==> src/rtl/pipeline_hazard_ctrl.sv <==
// Hazard controller for the 5-stage pipeline.
// It drives the enables and clears of PC, IF/ID, ID/EX and EX/MEM.
// It resolves load-use hazards, taken-branch flushes, multi-cycle EX ops and
// memory-wait freezes.
// It also keeps a saturating count of the cycles in which the PC was held.
module pipeline_hazard_ctrl #(
  parameter int REG_ADDR_W = 5,
  parameter int MULTI_LAT  = 4
) (
  input  logic                  clock,
  input  logic                  reset,
  input  logic [REG_ADDR_W-1:0] id_rs,
  input  logic [REG_ADDR_W-1:0] id_rt,
  input  logic                  id_uses_rs,
  input  logic                  id_uses_rt,
  input  logic [REG_ADDR_W-1:0] ex_rd,
  input  logic                  ex_reg_write,
  input  logic                  ex_mem_read,
  input  logic                  ex_branch_taken,
  input  logic                  ex_multi_start,
  input  logic                  mem_wait,
  output logic                  pc_en,
  output logic                  ifid_en,
  output logic                  idex_en,
  output logic                  exmem_en,
  output logic                  ifid_clear,
  output logic                  idex_clear,
  output logic                  exmem_clear,
  output logic [15:0]           stall_count
);

  localparam int CNT_W = $clog2(MULTI_LAT);
  // MULTI cycles still owed after the start cycle; the DONE cycle is the op's last EX cycle
  localparam logic [CNT_W-1:0] CNT_LOAD = CNT_W'(MULTI_LAT - 2);

  typedef enum logic [1:0] {RUN, MULTI, DONE} state_t;

  state_t           state, state_nxt;
  logic [CNT_W-1:0] cnt, cnt_nxt;
  logic             load_use;
  logic             multi_stall;

  function automatic logic [15:0] sat_inc(input logic [15:0] v);
    return (v == 16'hFFFF) ? v : v + 16'd1;
  endfunction

  // Load in EX whose destination feeds a source actually read by ID; r0 never conflicts
  always_comb begin
    load_use = ex_mem_read && ex_reg_write && (ex_rd != '0) &&
               ((id_uses_rs && (id_rs == ex_rd)) || (id_uses_rt && (id_rt == ex_rd)));
  end

  // Mealy outputs and next-state logic, in priority order reset > mem_wait > multi > branch > load-use
  always_comb begin
    pc_en       = 1'b1;
    ifid_en     = 1'b1;
    idex_en     = 1'b1;
    exmem_en    = 1'b1;
    ifid_clear  = 1'b0;
    idex_clear  = 1'b0;
    exmem_clear = 1'b0;
    state_nxt   = state;
    cnt_nxt     = cnt;
    multi_stall = (state == MULTI) || ((state == RUN) && ex_multi_start);
    if (reset) begin
      ifid_clear  = 1'b1;
      idex_clear  = 1'b1;
      exmem_clear = 1'b1;
      state_nxt   = RUN;
      cnt_nxt     = '0;
    end else if (mem_wait) begin
      pc_en    = 1'b0;
      ifid_en  = 1'b0;
      idex_en  = 1'b0;
      exmem_en = 1'b0;
    end else begin
      if (multi_stall) begin
        pc_en       = 1'b0;
        ifid_en     = 1'b0;
        idex_en     = 1'b0;
        exmem_clear = 1'b1;
      end else if (ex_branch_taken) begin
        ifid_clear = 1'b1;
        idex_clear = 1'b1;
      end else if (load_use) begin
        pc_en      = 1'b0;
        ifid_en    = 1'b0;
        idex_clear = 1'b1;
      end
      unique case (state)
        RUN: begin
          if (ex_multi_start) begin
            if (MULTI_LAT == 2) begin
              state_nxt = DONE;
            end else begin
              state_nxt = MULTI;
              cnt_nxt   = CNT_LOAD;
            end
          end
        end
        MULTI: begin
          if (cnt <= CNT_W'(1)) begin
            state_nxt = DONE;
          end else begin
            cnt_nxt = cnt - 1'b1;
          end
        end
        DONE:    state_nxt = RUN;
        default: state_nxt = RUN;
      endcase
    end
  end

  // State, MULTI counter and saturating stall counter
  always_ff @(posedge clock) begin
    if (reset) begin
      state       <= RUN;
      cnt         <= '0;
      stall_count <= 16'd0;
    end else begin
      state <= state_nxt;
      cnt   <= cnt_nxt;
      if (!pc_en) begin
        stall_count <= sat_inc(stall_count);
      end
    end
  end

endmodule

==> config.mk <==
export PLATFORM = sky130hd
export DESIGN_NAME = pipeline_hazard_ctrl
export DESIGN_NICKNAME = d
export VERILOG_FILES = /design/src/rtl/pipeline_hazard_ctrl.sv
export SDC_FILE = /design/constraint.sdc
export NUM_CORES = 1
export LEC_CHECK = 0
export CORE_ASPECT_RATIO = 1.75
export CORE_MARGIN = 3
export CORE_UTILIZATION = 38
export CTS_CLUSTER_SIZE = 8
export DETAILED_ROUTE_END_ITERATION = 6
export GPL_TIMING_DRIVEN = 0
export MAX_ROUTING_LAYER = met4
export PLACE_DENSITY_LB_ADDON = 0.25
export SYNTH_ARGS = -nofsm -noshare
export SYNTH_HDL_FRONTEND = slang
export SYNTH_SLANG_ARGS = --single-unit
==> constraint.sdc <==
create_clock -name clock -period 3.8 [get_ports clock]
set_clock_uncertainty 0.2 [all_clocks]
set_input_delay 0.57 -clock clock [delete_from_list [all_inputs] [get_ports clock]]
set_output_delay 0.57 -clock clock [all_outputs]
set_load 0.02 [all_outputs]
==> impl_metrics.tcl, run 1 <==
set metrics [dict create \
    ys_top_cells_by_area "dfxtp_1 31%, xnor2_1 6.7%, a21oi_1 4.6%, nand2_1 4.0%, or4_1 3.4%" \
    grt_pass1_wl_um 5878 \
    synth.largest_area_cell "dfxtp_1" \
    synth_top_area_share_pct 30.65 \
    initial_utilization_pct 40.70 \
    instances_no_fill 241 \
    diodes 0 \
    grt_util_met3_pct 2.147 \
    yosysMostFrequentCell "dfxtp_1" \
    antenna_found_initial 0 \
    hold_ws_ps 283.0 \
    timing.fmax_mhz 283.4 \
    dp_hpwl_um 2835 \
    min_path_cells 1 \
    drtPass1Iterations 4 \
    drt_iter0_drc 22 \
    synth_warnings 0 \
    slowest_stage "clkdlybuf4s50_1" \
    hold_buffers 0 \
    postLayoutSetupSlackWorst_ps 271.6 \
    die_y_um 83.56 \
    dieArea_um2 4205 \
    htreeDepth 1 \
    slew_violations 0 \
    synth_common_cells "20 x dfxtp_1, 14 x nand2_1, 12 x a21oi_1" \
    final-setup-viol-count 0 \
    ys_seq_area_share_pct 30.65 \
    grt_pass1_vias 1425 \
    rows 27 \
    final_layout_size_suffix_gt1_share_pct 11.11 \
    cellLeakagePower_uw 0.0006169 \
    max-vdd-ir-drop_uv 181.5 \
    grt_max_degree 12 \
    synth_cell_types 46 \
    path_max_fanout 11 \
    core_um2 3209 \
    postSynth.asyncResetShare_pct 0 \
    cts.clk_slew.worst_paths_ps 70 \
    drc_errors 0 \
    clk_path_buf_depth 2 \
    clk-insertion-delay-late_ps 250 \
    ant_nets 0 \
    dp_cells 238 \
    dr_total_vias 1390 \
    cts_tree "yes" \
    startpoint_type "input port" \
    ff_latch_area_um2 400.4 \
    final_util_pct 57.74 \
    io_pins 47 \
    wl_per_cell_um 14.69 \
    grt.met1_usage_pct 17.29 \
    synth_area_per_cell_um2 8.708 \
    synth_area_um2 1306 \
    hold_path.class "reg -> reg" \
    multi_input_area_um2 798.3 \
    ff2ff_path_depth 9 \
    met2_usage_pct 32.50 \
    cts_resized 1 \
    fill_cells 310 \
    post_cts_buffers 0 \
    crit_path_cell_trace "clkdlybuf4s50_1 > or3_1 > o311a_1 > a31oi_2 > buf_6 > buf_8 > buf_4 > dlygate4sd2_1" \
    clock_sinks 20 \
    nets 226 \
    worstPathArrival_ps 2760 \
    wirelength_um 3541 \
    routabilityCongestion 0.8277 \
    crit_required_ps 3030 \
    slowest_delay_ps 480 \
    period_share_pct 92.85 \
    via_per_inst 5.768 \
    status "finished, final reports clean" \
    grt_use_total_pct 17.68 \
    synth-main-ff-cell "dfxtp_1" \
    slew_headroom_pct 68.80 \
    synth_edf_count 0 \
    pre_cts_slack_ps -20.30 \
    endpoint_kind "output port" \
    root_buffer "clkbuf_8" \
    area_growth_pct 41.86 \
    ys_seq_elements 20 \
    cts_made_buffers 3 \
    synthCells 150 \
    die_x_um 50.32 \
    finalHoldViolCount 0 \
    crit_type "in -> out" \
    grt.busiest_layer "met2" \
    grt.overflow.total 0 \
    synth_fp_nets 176 \
    rsz0062_at_grt "false" \
    worst_pin_slew_ps 467.9 \
    cap_violations 0 \
    numPortBuffers 45 \
    period_needed_ps 3528 \
    powerDensity_nw_per_um2 249.9 \
]
-- layout make-up --
type,count,share of cell area (%)
timing repair buffer,45,24.38
tap,43,2.903
inverter,5,1.013
multi-input combinational,115,43.08
sequential,20,21.61
buffer,10,4.794
clock buffer,3,2.228
-- state kept, by name (all words and copies together), names as in the netlist --
name and cells:
cnt 2, stall_count 16, state 2
-- placed cells by master (no fill, tap or decap), types with 6 or more instances in the layout --
cell,synthesis,final
nand4_1,7,7
nand3_1,6,6
nor2_1,8,8
clkdlybuf4s50_1,0,43
nand2_1,14,14
xnor2_1,10,10
dfxtp_1,20,20
or4_1,6,6
a21oi_1,12,12
-- layer usage --
metal	wire length, um	vias to the layer above
li1	-	668
met1	1295	649
met2	1989	67
met3	196	6
met4	59	0
met5	0	-
-- cells by family after synthesis --
kind of cell	count (synthesis)	synth area share, %
flops	20	30.65
compound gates	37	20.31
xor+xnor	10	6.705
simple gates	63	29.12
mux	3	3.065
fa+ha+maj	2	1.915
buf+inv	15	8.237
-- metrics by stage --
step	TNS, ps	total power [uW]	area (um2)
3_3_place_gp	-15.94	328.7	1810
2_1_floorplan	0	279.0	1306
5_1_grt	0	481.1	1853
6_report	0	463.0	1853
3_5_place_dp	-20.30	331.6	1810
4_1_cts	0	467.8	1851
-- path summary, 6_finish.rpt --
path                endpoint  slack, ps      startpoint
max                    pc_en        270        ex_rd[0]
min           stall_count[5]        280  stall_count[5]
max reg2reg  stall_count[15]       1540  stall_count[2]
min reg2reg   stall_count[5]        280  stall_count[5]
-- critical path: cells and delay by family --
family | cells | cell delay [ps]
and+or+nand+nor | 1 | 390
AOI/OAI and AO/OA | 2 | 560
buffers and inverters | 5 | 1230
-- power by group --
group / total (uW) / internal (uW) / switching, uW
combinational: 107 / 57.4 / 49.5
clock: 138 / 70.5 / 67.4
sequential: 218 / 214 / 4.54
(Power assumes the default switching activity.)
==> run 2, diff against run 1 <==
GPL_TIMING_DRIVEN = unset   (was 0)
==> run 2 against run 1 <==
  * Sequential share of layout area is 0.34 points higher
  * Total power is 3.9% higher
  * Routed wire length is 8.9% lower
  * Core utilization is 0.90 points lower
  * Register-to-register slack worse by 240 ps
  * Critical path depth is 2 lower
  * First-iteration DRC count is 27% lower
  * Non-clock buffer count is 4 lower
  * Final cell count is 1.2% lower
==> impl_metrics.tcl, run 2 (synthesis gave the netlist of run 1 again) <==
set metrics [dict create \
    cts_tree "yes" \
    rsz0062_at_grt "false" \
    grt.busiest_layer "met2" \
    path_max_fanout 9 \
    fin_tns_setup_ps 0 \
    p_int_uw 359.7 \
    cts_resized 0 \
    clkPwrFrac_pct 33.5 \
    nets 222 \
    wl_per_cell_um 13.55 \
    fill_cells 290 \
    ff_latch_area_um2 400.4 \
    wirelength_um 3226 \
    endpoint_kind "output port" \
    top_regs "stall_count (16), cnt (2), state (2)" \
    met2_usage_pct 31.67 \
    grt.overflow.total 0 \
    worstPathArrival_ps 2730 \
    p_sw_share_pct 25.25 \
    cellLeakagePower_uw 0.0005943 \
    die_x_um 50.32 \
    drt_iter0_drc 16 \
    dieArea_um2 4205 \
    hold_buffers 0 \
    largest_register_ff_count 16 \
    htreeDepth 1 \
    regMostFlops "stall_count" \
    startpoint_type "input port" \
    slew_headroom_pct 63.36 \
    period_needed_ps 3505 \
    grt_util_met3_pct 2.326 \
    layout_commonest_cell "clkdlybuf4s50_1" \
    crit_required_ps 3030 \
    switching_power_uw 121.5 \
    worst_pin_slew_ps 549.0 \
    routabilityCongestion 0.7942 \
    cap_violations 0 \
    io_pins 47 \
    finalHoldViolCount 0 \
    multi_input_area_um2 798.3 \
    crit_type "in -> out" \
    clock_sinks 20 \
    diodes 0 \
    timing.fmax_mhz 285.3 \
    power_frac_comb_pct 21.1 \
    area_growth_pct 39.66 \
    via_per_inst 5.555 \
    clk-insertion-delay-late_ps 250 \
    post_cts_buffers 0 \
    cts_made_buffers 3 \
    hold_path.class "reg -> reg" \
    antenna_found_initial 0 \
    clk_path_buf_depth 2 \
    die_y_um 83.56 \
    instances_no_fill 238 \
    core_um2 3209 \
    drtPass1Iterations 4 \
    status "finished, final reports clean" \
    max-vdd-ir-drop_uv 144.1 \
    slew_violations 0 \
    grt_use_total_pct 16.57 \
    cts.clk_slew.worst_paths_ps 80 \
    seqPwrFrac_pct 45.4 \
    initial_utilization_pct 40.70 \
    dp_cells 234 \
    final_layout_size_suffix_gt1_share_pct 10.26 \
    period_share_pct 92.22 \
    final-setup-viol-count 0 \
    grt_max_degree 24 \
    grt_pass1_vias 1304 \
    rows 27 \
    dr_total_vias 1322 \
    grt_pass1_wl_um 5526 \
    powerDensity_nw_per_um2 263.8 \
    grt.met1_usage_pct 15.86 \
    final_cell_mix "46 x clkdlybuf4s50_1, 20 x dfxtp_1, 14 x nand2_1" \
    drc_errors 0 \
    dp_hpwl_um 2574 \
    numPortBuffers 46 \
    ant_nets 0 \
    root_buffer "clkbuf_8" \
]
==> run 2: changes by cell type in the layout (fill, tap and decap cells not counted) <==
cell,delta
clkbuf_1,-1
buf_8,-1
dlygate4sd2_1,-1
buf_6,-1
buf_2,-1
buf_1,-1
dlymetal6s2s_1,-1
clkdlybuf4s50_1,+3
clkbuf_8,+1
buf_12,-1
buf_4,+1
==> run 2: through the flow <==
stage                     hold slack [ps]  area (um2)  total power, uW  utilization [%]  setup WS, ps
final                               273.0        1824            481.2            56.84         295.5
after floorplan                     248.8        1306            279.0                -          1124
after global routing                307.4        1824            498.7            56.84         213.9
after global placement              261.9        1769            322.6            55.13         303.0
after detailed placement            263.0        1769            325.7            55.13         293.5
after CTS                           274.2        1824            485.2            56.84         285.6
==> run 2: worst max-delay path, cell delays in order <==
cell	delay, ps
clkdlybuf4s50_1	460
or3_1	390
o311a_1	320
a31oi_2	190
buf_4	180
clkdlybuf4s50_1	610
==> run 2: power groups by stage <==
stage | Combinational, uW | Sequential (uW) | Clock [uW]
global placement | 100 | 223 | 0
floorplan | 54.9 | 224 | 0
CTS | 103 | 218 | 164
finish | 102 | 218 | 161
global route | 111 | 219 | 169
detailed placement | 102 | 223 | 0
==> run 2: metal layers <==
| layer | part of all wire [%] | up-vias |
|---|---|---|
| met2 | 55 | 41 |
| met1 | 38 | 612 |
| li1 | - | 663 |
| met3 | 4.8 | 6 |
| met4 | 1.8 | 0 |
| met5 | 0 | - |
==> run 2: cell type report <==
| type | count | area share, % |
|---|---|---|
| Multi-Input combinational cell | 115 | 43.76 |
| Timing Repair Buffer | 51 | 27.30 |
| Sequential cell | 20 | 21.95 |
| Clock buffer | 4 | 3.018 |
| Tap cell | 43 | 2.949 |
| Inverter | 5 | 1.029 |
==> run 2: worst paths after layout <==
| check | startpoint | end | slack, ps | cells after the start |
|---|---|---|---|---|
| worst min-delay path | cnt[0] | cnt[0] | 270 | 2 |
| worst max-delay path | ex_rd[0] | ifid_en | 300 | 6 |
| worst min register to register | cnt[0] | cnt[0] | 270 | 2 |
| worst max register to register | stall_count[2] | stall_count[10] | 1300 | 7 |
==> run 3, diff against run 2 <==
MAX_ROUTING_LAYER = unset   (was met4)
clock period = 4.3 ns   (was 3.8 ns; I/O delays follow)
==> run 3 against run 2 <==
  * Final cell count decreased by 1.3%
  * Global-route usage fell by 0.45 points
  * Clock power decreased by 11%
  * Worst hold slack gained 6.9 ps
  * Total power fell by 12%
  * Count of clock-buffer cells in the layout did not move
  * Via count is 0.61% lower
  * Flip-flop and latch count is the same
==> impl_metrics.tcl, run 3 (synthesis gave the netlist of run 1 again) <==
set metrics [dict create \
    antenna_found_initial 0 \
    core_um2 3209 \
    worstPathArrival_ps 2830 \
    cp_top_family "buffers and inverters" \
    dp_cells 231 \
    hold_path.class "reg -> reg" \
    cts_resized 0 \
    cts_tree "yes" \
    timing.fmax_mhz 272.3 \
    grt_pass1_vias 1281 \
    slew_headroom_pct 37.41 \
    crit_type "in -> out" \
    clock_sinks 20 \
    numPortBuffers 46 \
    wl_per_cell_um 13.86 \
    period_needed_ps 3672 \
    routabilityCongestion 0.7875 \
    crit_required_ps 3450 \
    die_y_um 83.56 \
    slowest_stage "clkdlybuf4s50_1" \
    grt_use_total_pct 16.13 \
    drt_iter0_drc 24 \
    area_growth_pct 37.93 \
    via_per_inst 5.591 \
    die_x_um 50.32 \
    fin_tns_setup_ps 0 \
    grt_pass1_wl_um 5485 \
    diodes 0 \
    max-vdd-ir-drop_uv 146.0 \
    endpoint_kind "output port" \
    instances_no_fill 235 \
    ant_nets 0 \
    root_buffer "clkbuf_8" \
    status "finished, final reports clean" \
    finalHoldViolCount 0 \
    period_share_pct 85.40 \
    initial_utilization_pct 40.70 \
    cp_common_cell "clkdlybuf4s50_1" \
    dieArea_um2 4205 \
    hold_buffers 0 \
    startpoint_type "input port" \
    cellLeakagePower_uw 0.0005794 \
    clk-insertion-delay-late_ps 260 \
    powerDensity_nw_per_um2 235.9 \
    post_cts_buffers 0 \
    slowest_delay_ps 670 \
    regMostFlops "stall_count" \
    worst_pin_slew_ps 937.8 \
    path_max_fanout 4 \
    rsz0062_at_grt "false" \
    nets 219 \
    largest_register_ff_count 16 \
    wirelength_um 3258 \
    drc_errors 0 \
    cts.clk_slew.worst_paths_ps 70 \
    clk_path_buf_depth 2 \
    drtPass1Iterations 4 \
    cap_violations 0 \
    slew_violations 0 \
    crit_path_cell_trace "clkdlybuf4s50_1 > or3_1 > o311a_1 > a31oi_2 > clkdlybuf4s50_1" \
    io_pins 47 \
    dr_total_vias 1314 \
    cts_made_buffers 3 \
    layout_commonest_cell "clkdlybuf4s50_1" \
    rows 27 \
    dp_hpwl_um 2580 \
    grt.overflow.total 0 \
    final_cell_mix "46 x clkdlybuf4s50_1, 20 x dfxtp_1, 14 x nand2_1" \
    grt_max_degree 29 \
    final_layout_size_suffix_gt1_share_pct 8.854 \
    path_buf_inv 2 \
    htreeDepth 1 \
    top_regs "stall_count (16), cnt (2), state (2)" \
    final-setup-viol-count 0 \
]
-- run 3: worst min-delay path, stage by stage (launching register included) --
cell and delay, ps:
dfxtp_1 330, nand2_1 60, a21oi_1 50
-- run 3: path summary, 6_finish.rpt --
path                       start         endpoint  slack (ps)  cells past startpoint
setup / recovery        ex_rd[0]          ifid_en         630                      5
hold / removal            cnt[0]           cnt[0]         280                      2
setup reg to reg  stall_count[2]  stall_count[10]        1750                      6
hold reg to reg           cnt[0]           cnt[0]         280                      2
-- run 3: final cells by class --
type | count | area (um2)
multi-input cells | 115 | 798.3
repair buffers | 48 | 475.5
flip-flops and latches | 20 | 400.4
fillers | 305 | 1408
clock buffers | 4 | 55.05
well taps | 43 | 53.80
inverters | 5 | 18.77
-- run 3: stage by stage --
step | utilization [%] | total power (uW) | area (um2) | hold slack (ps) | setup WS [ps]
CTS | 56.14 | 429.9 | 1802 | 284.9 | 625.0
global route | 56.14 | 442.5 | 1802 | 314.7 | 570.4
detailed placement | 54.43 | 285.8 | 1747 | 272.4 | 628.0
finish | 56.14 | 425.0 | 1802 | 279.9 | 627.8
floorplan | - | 246.6 | 1306 | 248.8 | 1474
global placement | 54.43 | 283.7 | 1747 | 260.1 | 662.6
-- run 3: power by group --
| group | switching, uW | internal (uW) |
|---|---|---|
| sequential | 3.92 | 189 |
| combinational | 42.0 | 46.3 |
| clock | 62.6 | 81.4 |
| total | 109 | 316 |
-- run 3: layer usage --
layer  GRT usage [%]  wire length [um]  up-vias  part of all wire (%)
met2           31.31              1860       38                    57
met5               0                 0        -                     0
li1                -                 -      656                     -
met4           6.127                44        0                   1.4
met1           16.03              1170      616                    36
met3           2.862               183        4                   5.6
